### src/rtl/multicycle_control_unit.sv
// Multi-cycle sequencer for the 16-bit single-issue datapath: owns PC and IR,
// fetches over a req/valid handshake and drives datapath controls per state.
module multicycle_control_unit #(
   parameter int                  PC_WIDTH = 16,
   parameter logic [PC_WIDTH-1:0] RESET_PC = '0
) (
   input  logic                Clock,
   input  logic                Reset,
   input  logic                Run,
   output logic                InstrReq,
   output logic [PC_WIDTH-1:0] InstrAddr,
   input  logic                InstrValid,
   input  logic [15:0]         InstrIn,
   output logic [15:0]         Instruction,
   input  logic                Zero,
   input  logic                MemReady,
   output logic                RegDest,
   output logic                ALUSrc,
   output logic                MemToReg,
   output logic                RegWrite,
   output logic                MemRead,
   output logic                MemWrite,
   output logic                Branch,
   output logic [1:0]          AluOp,
   output logic                Halted
);

   typedef enum logic [2:0] {
      S_IDLE, S_FETCH, S_DECODE, S_EXEC, S_MEM, S_WB, S_HALT
   } state_t;

   localparam logic [2:0] OP_R    = 3'b000;
   localparam logic [2:0] OP_ADDI = 3'b001;
   localparam logic [2:0] OP_LW   = 3'b010;
   localparam logic [2:0] OP_SW   = 3'b011;
   localparam logic [2:0] OP_BEQ  = 3'b100;
   localparam logic [2:0] OP_BNE  = 3'b101;
   localparam logic [2:0] OP_J    = 3'b110;
   localparam logic [2:0] OP_HALT = 3'b111;

   localparam logic [1:0] ALU_ADD   = 2'b00;
   localparam logic [1:0] ALU_SUB   = 2'b01;
   localparam logic [1:0] ALU_FUNCT = 2'b10;

   localparam logic [PC_WIDTH-1:0] PC_ONE = {{(PC_WIDTH-1){1'b0}}, 1'b1};

   state_t              state_q;
   logic [PC_WIDTH-1:0] pc_q;
   logic [15:0]         ir_q;

   logic [2:0]          op;
   logic [PC_WIDTH-1:0] imm_sext;
   logic                branch_taken;

   assign op           = ir_q[15:13];
   assign imm_sext     = {{(PC_WIDTH-7){ir_q[6]}}, ir_q[6:0]};
   assign branch_taken = ((op == OP_BEQ) && Zero) || ((op == OP_BNE) && !Zero);

   assign InstrAddr   = pc_q;
   assign Instruction = ir_q;

   always_ff @(posedge Clock) begin
      if (Reset) begin
         state_q <= S_IDLE;
         pc_q    <= RESET_PC;
         ir_q    <= '0;
      end else begin
         case (state_q)
            S_IDLE: begin
               if (Run) state_q <= S_FETCH;
            end
            S_FETCH: begin
               if (InstrValid) begin
                  ir_q    <= InstrIn;
                  pc_q    <= pc_q + PC_ONE;
                  state_q <= S_DECODE;
               end
            end
            S_DECODE: begin
               case (op)
                  OP_J: begin
                     // Jump keeps the page bits of the already-incremented PC.
                     pc_q    <= {pc_q[PC_WIDTH-1:13], ir_q[12:0]};
                     state_q <= S_FETCH;
                  end
                  OP_HALT: state_q <= S_HALT;
                  default: state_q <= S_EXEC;
               endcase
            end
            S_EXEC: begin
               case (op)
                  OP_R, OP_ADDI: state_q <= S_WB;
                  OP_LW, OP_SW:  state_q <= S_MEM;
                  OP_BEQ, OP_BNE: begin
                     // PC already points past the branch, so the offset is relative to PC+1.
                     if (branch_taken) pc_q <= pc_q + imm_sext;
                     state_q <= S_FETCH;
                  end
                  default: state_q <= S_FETCH;
               endcase
            end
            S_MEM: begin
               if (MemReady) state_q <= (op == OP_LW) ? S_WB : S_FETCH;
            end
            S_WB:    state_q <= S_FETCH;
            S_HALT:  state_q <= S_HALT;
            default: state_q <= S_IDLE;
         endcase
      end
   end

   always_comb begin
      InstrReq = 1'b0;
      RegDest  = 1'b0;
      ALUSrc   = 1'b0;
      MemToReg = 1'b0;
      RegWrite = 1'b0;
      MemRead  = 1'b0;
      MemWrite = 1'b0;
      Branch   = 1'b0;
      AluOp    = ALU_ADD;
      Halted   = 1'b0;
      case (state_q)
         S_FETCH: InstrReq = 1'b1;
         S_EXEC: begin
            case (op)
               OP_R: begin
                  RegDest = 1'b1;
                  AluOp   = ALU_FUNCT;
               end
               OP_ADDI, OP_LW, OP_SW: ALUSrc = 1'b1;
               OP_BEQ, OP_BNE: begin
                  AluOp  = ALU_SUB;
                  Branch = 1'b1;
               end
               default: ;
            endcase
         end
         S_MEM: begin
            // Address path stays selected for the whole access.
            ALUSrc   = 1'b1;
            MemRead  = (op == OP_LW);
            MemWrite = (op == OP_SW);
         end
         S_WB: begin
            RegWrite = 1'b1;
            case (op)
               OP_R: begin
                  RegDest = 1'b1;
                  AluOp   = ALU_FUNCT;
               end
               OP_ADDI: ALUSrc = 1'b1;
               OP_LW: begin
                  ALUSrc   = 1'b1;
                  MemToReg = 1'b1;
               end
               default: ;
            endcase
         end
         S_HALT:  Halted = 1'b1;
         default: ;
      endcase
   end

endmodule

### config.mk
export PLATFORM = sky130hd
export DESIGN_NAME = multicycle_control_unit
export DESIGN_NICKNAME = d
export VERILOG_FILES = /design/src/rtl/multicycle_control_unit.sv
export SDC_FILE = /design/constraint.sdc
export NUM_CORES = 1
export LEC_CHECK = 0
export CORE_ASPECT_RATIO = 1.75
export CORE_MARGIN = 1
export CORE_UTILIZATION = 50
export DETAILED_ROUTE_END_ITERATION = 8
export GPL_TIMING_DRIVEN = 0
export PLACE_DENSITY = 0.82
export SYNTH_ARGS = -nofsm -noshare
export SYNTH_HDL_FRONTEND = slang
export SYNTH_SLANG_ARGS = --single-unit
### constraint.sdc
create_clock -name Clock -period 6.6 [get_ports Clock]
set_input_delay 1.32 -clock Clock [delete_from_list [all_inputs] [get_ports Clock]]
set_output_delay 1.32 -clock Clock [all_outputs]
set_load 0.02 [all_outputs]
After elaboration in Yosys (flattened, before gate mapping)
Cells that the tools add are included.
- bits in registers: 35
- latch bits: 0
- memory bits (writable): 0
- ROM bits: 0
- input bits: 22
- output and inout bits: 43
- word-level logic and storage cells: 73
- memories: 0
- add/sub/neg operators: 2
- multipliers: 0
- divide/modulo/power cells: 0
- $lt $le $gt $ge: 0
- equal/unequal tests: 19
- shifts and indexed selects: 0
- muxes and demuxes: 29
- bitwise logic cells: 1
- reductions and logical operators: 18
- operator list (cell ; number):
    2-to-1 mux 16 bit ; 3
    one-hot mux 16 bit (3 select lines) ; 1
    == test 3 bit, second input constant ; 7
    one-hot mux 3 bit (7 select lines) ; 1
    adder 16 x 1 -> 16 bit, second input constant ; 1
    adder 16 bit ; 1
    2-to-1 mux 1 bit ; 13
    2-to-1 mux 13 bit ; 1
    == test 3 x 2 -> 1 bit, second input constant ; 4
    2-to-1 mux 3 bit ; 4
    != test 2 bit, second input constant ; 6
    one-hot mux 3 bit (2 select lines) ; 2
    AND reduction 5 bit ; 2
    OR reduction 2 bit ; 5
    one-hot mux 2 bit (2 select lines) ; 2
    == test 3 x 1 -> 1 bit, second input constant ; 2
    zero test 3 bit ; 2
    one-hot mux 1 bit (3 select lines) ; 1
    AND reduction 3 bit ; 1
    nonzero test 3 bit ; 1
    OR reduction 3 bit ; 1
    logical AND 1 bit ; 2
    2-to-1 mux 2 bit ; 1
    AND reduction 2 bit ; 1
    4 further kinds ; 4

Longest topological paths before layout
Gate-level depths: netlist (run 1).
- word-level depth: 6
- gate-level depth with buffers: 12
- mapped depth without buffers: 10

Worst setup path after synthesis (run 1)
OpenSTA, ideal clock, no wires.
- path kind: register to output
- from: register state_q[0]
- to: output AluOp[1]
- arrival: 2106 ps
- required time: 5280 ps
- slack: 3174 ps
- cell stages (with the launch flop): 4
- buffers on the path: 1
- path through: dfxtp_1 clkbuf_1 nand3_1 a2111oi_0
- word-level cells in the longest chain between the ends: 2
- elaborated cells between the ends (all ways): 3
- classes of those cells: 2 x eq/ne; 1 x mux
- RTL lines (item ; RTL line ; RTL):
    start: declaration ; 47 ; state_t state_q;
    start signal: assignment ; 103 ; if (MemReady) state_q <= (op == OP_LW) ? S_WB : S_FETCH;
    == test 3 bit / == test 3 x 2 -> 1 bit (equally long branches) ; 123 ; case (state_q)
    one-hot mux 2 bit (2 select lines) * ; 123 ;
    end: declaration ; 24 ; output logic [1:0] AluOp,
Every way passes the cells marked *; elsewhere a longest branch is shown, timed or not.

Worst setup path after layout (run 1)
Ends and elaborated chain as after synthesis.

==> results of run 1 <==
## cell families (layout without fill, tap and decap cells)
group                    Yosys count  after routing  synth area share [%]
AO/OA/AOI/OAI                     77             77                  21.3
AND/OR/NAND/NOR                  145            145                  31.2
adder cells (fa/ha/maj)            8              8                  4.45
XOR/XNOR                           7              7                  2.53
flip-flops                        35             35                  29.0
buffers and inverters             30            101                  6.47
multiplexers                      12             12                  5.02
## metrics by stage
step	total power [W]	util, %
global placement	0.000355	66.7
CTS	0.000511	68.7
detailed placement	0.000358	66.7
global route	0.000535	68.7
floorplan	0.000307	-
finish	0.000511	68.7
## registers in the layout (all words and copies together), names as in the netlist
name,cells
state_q,3
Instruction,16
InstrAddr,16
## worst max-delay path by stage
stage | from | to | cells past startpoint
3_3_place_gp | state_q[0] | InstrAddr[10] | 11
3_5_place_dp | state_q[0] | InstrAddr[10] | 11
2_1_floorplan | state_q[0] | AluOp[1] | 3
5_1_grt | state_q[0] | AluOp[1] | 4
6_report | state_q[0] | AluOp[1] | 4
4_1_cts | state_q[0] | AluOp[1] | 4
## cells in the mapped netlist, types with 5 or more instances
cell type and number:
xor2_1 5, dfxtp_1 35, a211oi_1 8, nor2b_1 7, nor2_1 25, buf_2 6, and2_1 7, a31oi_1 8
nand3_1 10, inv_1 5, mux2i_1 11, nor3_1 8, o21ai_0 8, ha_1 7, a21oi_1 28, clkbuf_1 14
nand2_1 55
## routing by layer
layer	vias up	global-route usage [%]	routed length (um)
met2	70	53.9	3740
li1	1257	-	-
met4	0	12.2	182
met3	15	5.02	285
met1	1183	29.6	2500
met5	-	0	0
## tightest hold or removal path, stage by stage, from the launching register on
cell     delay (ns)
dfxtp_1        0.33
nand2_1        0.06
a21oi_1        0.05
## power by group
group,leakage (nW),switching (W),internal [W],total (W)
logic,0.885,0.0000677,0.0000536,0.000121
registers,0.284,0.0000110,0.000221,0.000232
clock network,0.0402,0.0000839,0.0000734,0.000157
total,1.21,0.000163,0.000348,0.000511
## layout make-up
| type | instances | share of cell area [%] |
|---|---|---|
| timing repair buffer | 63 | 19.7 |
| inverter | 5 | 0.586 |
| clock buffer | 5 | 2.15 |
| buffer | 25 | 4.30 |
| sequential | 35 | 21.9 |
| multi-input combinational | 249 | 48.8 |
| clock inverter | 3 | 0.625 |
| tap | 52 | 2.03 |
==> results.md, run 1 <==
- Status: finished clean
- Cells traversed along the worst timing path: clkbuf_1, nand3_1, a2111oi_0, clkdlybuf4s50_1
- Total leakage power: 1.21 nW
- Maximum VDD drop: 0.156 mV
- Total Nets Final: 414
- Horizontal die dimension: 54.6 um
- Clock Tree Root: clkbuf_8
- Warning count from the yosys run: 0
- Capture instance of the worst register-to-register path: InstrAddr[10]
- Total core area: 0.00467 mm2
- Worst-case clock skew: 0.00391 ns
- Flop and latch count out of synthesis: 35
- Hold Crit Start: Instruction[9]
- Slew Viols, Final: 0
- Maximum buffer depth of the clock tree: 2
- Hold Crit Class: reg2reg
- Cell count after placement: 429
- Floorplan die area: 0.00513 mm2
- Peak Freq: 254 MHz
- Sequential element share of the synthesized area: 29.0%
- Top cells by area, synth: dfxtp_1 29%, nand2_1 8.5%, a21oi_1 5.8%
- Worst slack, placed: 2.95 ns
- Vias in the first global route: 2433
- Post CTS Setup Buffer Count: 0
- Leading cell types in the layout, fill and taps excluded: 63 x clkdlybuf4s50_1, 55 x nand2_1, 35 x dfxtp_1
- Power per standard cell area: 160 mW/mm2
- Total negative slack: 0 ns
- Worst r2r path cells: 11
- Clock tree from TritonCTS: done
- Fraction of layout instances using a drive strength above 1: 7.79%
- Highest cell delay on the worst timing path: 0.69 ns
- Fillers: 412
- Total area of multi-input combinational cells: 0.00156 mm2
- Number of nets produced by synthesis: 344
- Initial cell density of the core: 51.8%
- Post-Place Cell Area: 0.00311 mm2
- Antenna diodes: 0
- Final worst-path cycle share: 59.7%
- Total wire length: 6700 um
- Data required time at the worst endpoint: 5.28 ns
- Growth of design area from synthesis to finish: 32.4%
- Netlist area before placement: 0.00242 mm2
- Count of mapped cells out of synthesis: 314
- Critical path launch point type: flip-flop
- Max-cap violations: 0
- Clock Pin Slew Worst Setup and Hold Paths: 0.08 ns
- Reg area: 701 um2
- Final cell area excluding filler cells: 0.00320 mm2
- Quantity of hold-fixing buffers added after cts: 0
- FF-to-FF setup slack: 2.86 ns
- Library cell with the largest summed area after synthesis: dfxtp_1
- Proportion of netlist area held by the largest area contributor: 29.0%
- Final RePlAce weighted congestion: 0.879
- Setup repair after global routing missed its margin: false
- Final Non-Filler Cells: 437
- Mean instance size in the synthesized netlist: 7.70 um2
- Number of sinks on the clock net: 35
- Minimum hold slack: 0.485 ns
- Kind of cell adding the most delay to the critical path: buffers and inverters
- Number of antenna violations at the first check in global routing: 0
- Total routing resource utilization after global routing: 29.0%
- Chip Height: 94.0 um
- Hold path endpoint: Instruction[9]
- Count of routing violations after the opening detailed-route iteration: 46
- Pin count of the biggest net entering global routing: 13
- IO Pins: 65
- Count of input and output buffers: 63
- Final Critical Period: 3.94 ns
- H-tree levels: 2
- Total half-perimeter wirelength after legalization and detailed placement: 5150 um
- Detailed-route via count: 2525
- CP bufs+invs: 2
- Unique masters post-synth: 57
- Proportion of register bits with asynchronous set or reset after synthesis: 0%
- R2r startpoint: state_q[0]
- Setup-violating endpoint count in the final report: 0
- Remaining max-slew budget at the tightest pin: 60.0%
- Count of unresolved DRC violations after routing: 0
- Total congestion overflow after global routing: 0
- Maximum fanout along the worst path: 10
- Number of CTS-inserted buffers: 5
- # rows: 33
- Number of endpoints with negative hold slack in the final report: 0
- Cells on Worst Hold Path: 2
- Critical Path End Type: output port
- Post-detailed-route count of antenna-violating nets: 0
- Category of the most critical setup path: reg2out
- Length of the first detailed-routing pass in iterations: 4
- Clock insertion delay at the later pin of the skew report: 0.29 ns
- Number of resized instances in the post-cts repair step: 0
- Flip-flop cell with the highest count after synthesis: dfxtp_1
- Slack of the critical path: 2.66 ns
- Slew at the pin closest to its max-slew limit: 0.595 ns
- Leading cell type in the layout, fill and taps excluded: clkdlybuf4s50_1
- Number of synthesized flops with an enable pin: 0
- Via-per-instance ratio: 5.78
- Wire length of the first global-routing pass: 10900 um
- Detailed-route wire length per cell: 15.3 um
- Critical-path top delay cell: clkdlybuf4s50_1
- Worst path arrival time: 2.62 ns
No activity file was read; power rests on OpenSTA's default activity.
==> run 2, diff against run 1 <==
Settings changed: CORE_UTILIZATION 50 to 44, PLACE_DENSITY 0.82 to 0.77.
Clock period 6.6 ns to 3.43 ns, I/O delays scaled along.
==> results.md, run 2 (synthesis results as in run 1) <==
- Remaining max-slew budget at the tightest pin: 61.4%
- Clock Pin Slew Worst Setup and Hold Paths: 0.07 ns
- IO Pins: 65
- Sequential share of power: 43.9%
- Leading cell types in the layout, fill and taps excluded: 63 x clkdlybuf4s50_1, 55 x nand2_1, 35 x dfxtp_1
- Fraction of power spent switching nets: 29.8%
- Final RePlAce weighted congestion: 0.904
- # rows: 35
- Quantity of hold-fixing buffers added after cts: 0
- Slew Viols, Final: 0
- Fillers: 495
- Setup-violating endpoint count in the final report: 0
- Logic gate share of total power: 23.0%
- Post-detailed-route count of antenna-violating nets: 0
- Horizontal die dimension: 58.0 um
- Count of unresolved DRC violations after routing: 0
- Total Nets Final: 416
- Worst path arrival time: 3.48 ns
- Count of routing violations after the opening detailed-route iteration: 104
- Clock tree from TritonCTS: done
- Clock share of power: 33.1%
- Initial cell density of the core: 45.6%
- Length of the first detailed-routing pass in iterations: 5
- Cell count after placement: 451
- Slack of the critical path: 0.166 ns
- Final Critical Period: 3.26 ns
- Number of sinks on the clock net: 35
- Reg area: 701 um2
- Total core area: 0.00530 mm2
- P_sw: 0.000302 W
- Data required time at the worst endpoint: 3.65 ns
- Worst slack, placed: -0.167 ns
- Maximum buffer depth of the clock tree: 2
- Final Non-Filler Cells: 461
- Hold Crit Class: reg2reg
- Slew at the pin closest to its max-slew limit: 0.574 ns
- Category of the most critical setup path: reg2reg
- Count of input and output buffers: 63
- Final worst-path cycle share: 95.2%
- Leading cell type in the layout, fill and taps excluded: clkdlybuf4s50_1
- H-tree levels: 2
- CP startpoint: state_q[0]
- Floorplan die area: 0.00581 mm2
- Total half-perimeter wirelength after legalization and detailed placement: 5050 um
- Critical path launch point type: flip-flop
- Antenna diodes: 0
- Pin count of the biggest net entering global routing: 19
- Chip Height: 100 um
- Hold Crit Start: Instruction[12]
- Final cell area excluding filler cells: 0.00326 mm2
- Number of endpoints with negative hold slack in the final report: 0
- Total area of multi-input combinational cells: 0.00156 mm2
- Internal power: 0.000714 W
- Clock Tree Root: clkbuf_8
- Total routing resource utilization after global routing: 24.2%
- Maximum fanout along the worst path: 10
- Via-per-instance ratio: 5.49
- R2r startpoint: state_q[0]
- Status: finished clean
- Power per standard cell area: 311 mW/mm2
- Total wire length: 6600 um
- Detailed-route wire length per cell: 14.3 um
- Detailed-route via count: 2533
- Fraction of layout instances using a drive strength above 1: 8.53%
- Growth of design area from synthesis to finish: 35.0%
- Post-Place Cell Area: 0.00314 mm2
- Critical Path End Type: flip-flop
- Maximum VDD drop: 0.254 mV
- Total congestion overflow after global routing: 0
- Peak Freq: 306 MHz
- Max-cap violations: 0
- Number of CTS-inserted buffers: 5
- Worst-case clock skew: 0.00851 ns
- Total leakage power: 1.24 nW
- Number of antenna violations at the first check in global routing: 0
- Vias in the first global route: 2372
- Wire length of the first global-routing pass: 11000 um
- Clock insertion delay at the later pin of the skew report: 0.29 ns
==> run 2: worst paths after layout <==
path	slack (ns)	cells after the start	end
hold reg to reg	0.48	2	Instruction[12]
hold / removal	0.48	2	Instruction[12]
setup / recovery	0.17	11	InstrAddr[10]
setup reg to reg	0.17	11	InstrAddr[10]
==> run 2: what timing repair did <==
action,4_1_cts,5_1_grt
endpoints found under the setup margin,2,5
pin swaps,0,1
resized for setup,1,3
buffers inserted,0,3
==> run 2: stage by stage <==
step	power [W]	hold slack, ns	TNS, ns	utilization, %
after global routing	0.00107	0.511	-0.00223	61.6
final	0.00102	0.476	0	61.6
after floorplan	0.000591	0.542	0	-
after global placement	0.000684	0.461	-0.221	59.3
after detailed placement	0.000687	0.471	-0.218	59.3
after CTS	0.00102	0.472	0	61.1
==> run 2: layer usage <==
layer / track usage [%] / wire length [um]
met4: 11.2 / 148
met2: 44.8 / 3740
met5: 0 / 0
met3: 3.35 / 230
met1: 26.2 / 2480
==> run 2: final cells by class <==
| class | instances | share of cell area, % |
|---|---|---|
| Sequential cell | 35 | 21.5 |
| Buffer | 24 | 4.22 |
| Inverter | 5 | 0.575 |
| Clock buffer | 8 | 3.07 |
| Tap cell | 74 | 2.84 |
| Multi-Input combinational cell | 249 | 47.8 |
| Timing Repair Buffer | 66 | 20.0 |
==> run 2: critical path, cell delays in order (launching register included) <==
cell	delay (ns)
dfxtp_1	0.44
buf_4	0.23
and3b_1	0.26
nand2b_1	0.08
ha_1	0.20
fa_1	0.42
a21o_2	0.27
a221oi_4	0.36
nand2_1	0.14
o22a_1	0.24
or4_1	0.40
a31oi_1	0.16
==> run 2: power by group through the flow <==
stage	registers (W)	logic [W]	clock network (W)
2_1_floorplan	0.000472	0.000120	0
3_3_place_gp	0.000456	0.000228	0
3_5_place_dp	0.000456	0.000231	0
4_1_cts	0.000446	0.000233	0.000335
5_1_grt	0.000449	0.000256	0.000360
6_report	0.000446	0.000234	0.000336
==> run 3, diff against run 2 <==
Settings changed: CORE_ASPECT_RATIO 1.75 to not set, MAX_ROUTING_LAYER set to met4.
==> results.md, run 3 (synthesis results as in run 1) <==
- Status: finished clean
- Count of routing violations after the opening detailed-route iteration: 132
- IO Pins: 65
- Final worst-path cycle share: 95.2%
- Final cell area excluding filler cells: 0.00326 mm2
- Data required time at the worst endpoint: 3.64 ns
- Floorplan die area: 0.00580 mm2
- Maximum buffer depth of the clock tree: 2
- # rows: 26
- Max-cap violations: 0
- Antenna diodes: 0
- Clock Tree Root: clkbuf_8
- Initial cell density of the core: 46.5%
- Number of endpoints with negative hold slack in the final report: 0
- Worst slack, placed: -0.256 ns
- Peak Freq: 306 MHz
- Remaining max-slew budget at the tightest pin: 61.2%
- Capture instance of the worst register-to-register path: InstrAddr[10]
- Highest cell delay on the worst timing path: 0.45 ns
- Count of input and output buffers: 63
- Category of the most critical setup path: reg2reg
- Post-Place Cell Area: 0.00314 mm2
- Hold path endpoint: Instruction[0]
- Slew at the pin closest to its max-slew limit: 0.576 ns
- Chip Height: 76.1 um
- Leading cell type in the layout, fill and taps excluded: clkdlybuf4s50_1
- Total wire length: 6280 um
- Post-detailed-route count of antenna-violating nets: 0
- Minimum hold slack: 0.487 ns
- Fraction of layout instances using a drive strength above 1: 9.04%
- Cells traversed along the worst timing path: clkbuf_4, and3b_2, nand2b_1, ha_1, fa_1, a21o_2, a221oi_4, nand2_1, o22a_1, or4_1, a31oi_1
- Quantity of hold-fixing buffers added after cts: 0
- Total core area: 0.00520 mm2
- Slew Viols, Final: 0
- Via-per-instance ratio: 5.45
- FF-to-FF setup slack: 0.16 ns
- Total Nets Final: 416
- Power per standard cell area: 307 mW/mm2
- Clock Pin Slew Worst Setup and Hold Paths: 0.08 ns
- Detailed-route wire length per cell: 13.7 um
- Final Critical Period: 3.27 ns
- Total routing resource utilization after global routing: 23.0%
- Total leakage power: 1.23 nW
- Hold Crit Start: Instruction[0]
- Critical Path End Type: flip-flop
- Setup repair after global routing missed its margin: false
- R2r startpoint: state_q[0]
- Number of sinks on the clock net: 35
- Clock tree from TritonCTS: done
- Critical path launch point type: flip-flop
- Maximum fanout along the worst path: 10
- Clock insertion delay at the later pin of the skew report: 0.29 ns
- Count of unresolved DRC violations after routing: 0
- Leading cell types in the layout, fill and taps excluded: 63 x clkdlybuf4s50_1, 55 x nand2_1, 35 x dfxtp_1
- Total congestion overflow after global routing: 0
- Setup-violating endpoint count in the final report: 0
- Detailed-route via count: 2491
- Final RePlAce weighted congestion: 0.924
- Wire length of the first global-routing pass: 10600 um
- Total negative slack: 0 ns
- Worst path arrival time: 3.48 ns
- Hold Crit Class: reg2reg
- Pin count of the biggest net entering global routing: 19
- Critical-path top delay cell: dfxtp_1
- Maximum VDD drop: 0.266 mV
- Length of the first detailed-routing pass in iterations: 4
- Number of antenna violations at the first check in global routing: 0
- Cells on Worst Hold Path: 2
- Horizontal die dimension: 76.1 um
- Number of CTS-inserted buffers: 5
- Worst r2r path cells: 11
- Vias in the first global route: 2252
- H-tree levels: 2
- Total half-perimeter wirelength after legalization and detailed placement: 4700 um
- Slack of the critical path: 0.164 ns
- Growth of design area from synthesis to finish: 34.8%
- Fillers: 491
- Worst-case clock skew: 0.00597 ns
[run 3: changes by cell type in the layout (fill, tap and decap cells not counted), sizes merged]
cell	delta
clkinvlp	+1
clkbuf	-1
buf	-1
clkinv	+1
[run 3: through the flow]
step	std cells	utilization, %	power [W]
2_1_floorplan	314	-	0.000591
3_3_place_gp	447	60.3	0.000682
3_5_place_dp	447	60.3	0.000686
4_1_cts	454	62.2	0.00101
5_1_grt	457	62.6	0.00106
6_report	457	62.6	0.00100
[run 3: area by class of cell]
| type | count | area (um2) | area share [%] |
|---|---|---|---|
| Tap cell | 70 | 87.6 | 2.69 |
| Timing Repair Buffer | 66 | 653 | 20.0 |
| Buffer | 24 | 138 | 4.22 |
| Sequential cell | 35 | 701 | 21.5 |
| Clock buffer | 6 | 82.6 | 2.53 |
| Inverter | 5 | 18.8 | 0.576 |
| Multi-Input combinational cell | 249 | 1560 | 47.9 |
| Clock inverter | 2 | 16.3 | 0.499 |
[run 3: worst max-delay path: cells and delay by family (launching register included)]
kind	cells	cell delay, ns
AND/OR/NAND/NOR	4	0.88
buffers and inverters	1	0.28
flip-flops	1	0.45
adder cells (fa/ha/maj)	2	0.61
AO/OA/AOI/OAI	4	0.97
[run 3: worst max-delay path by stage]
stage / startpoint / end / slack (ns)
final: state_q[0] / InstrAddr[10] / 0.16
after global routing: state_q[0] / InstrAddr[10] / 0.05
after CTS: state_q[0] / InstrAddr[10] / 0.02
after detailed placement: state_q[0] / InstrAddr[10] / -0.26
after global placement: state_q[0] / InstrAddr[10] / -0.21
after floorplan: state_q[0] / InstrAddr[10] / 0.22
[run 3: layer usage]
layer | global-route usage [%] | vias to the layer above | wire length (um)
met4 | 5.96 | 0 | 65
met1 | 31.1 | 1152 | 3050
li1 | - | 1268 | -
met3 | 3.11 | 5 | 292
met2 | 36.3 | 66 | 2880
met5 | - | - | 0
[run 3: timing repair]
action / CTS / global route
setup endpoints to repair: 3 / 2
gates resized for setup: 3 / 0
buffers inserted: 0 / 3
pin swaps: 1 / 1
gates cloned: 0 / 0
[run 3: where the power goes]
group,internal [W],switching (W)
Sequential,0.000426,0.0000207
Clock,0.000164,0.000158
Combinational,0.000104,0.000129
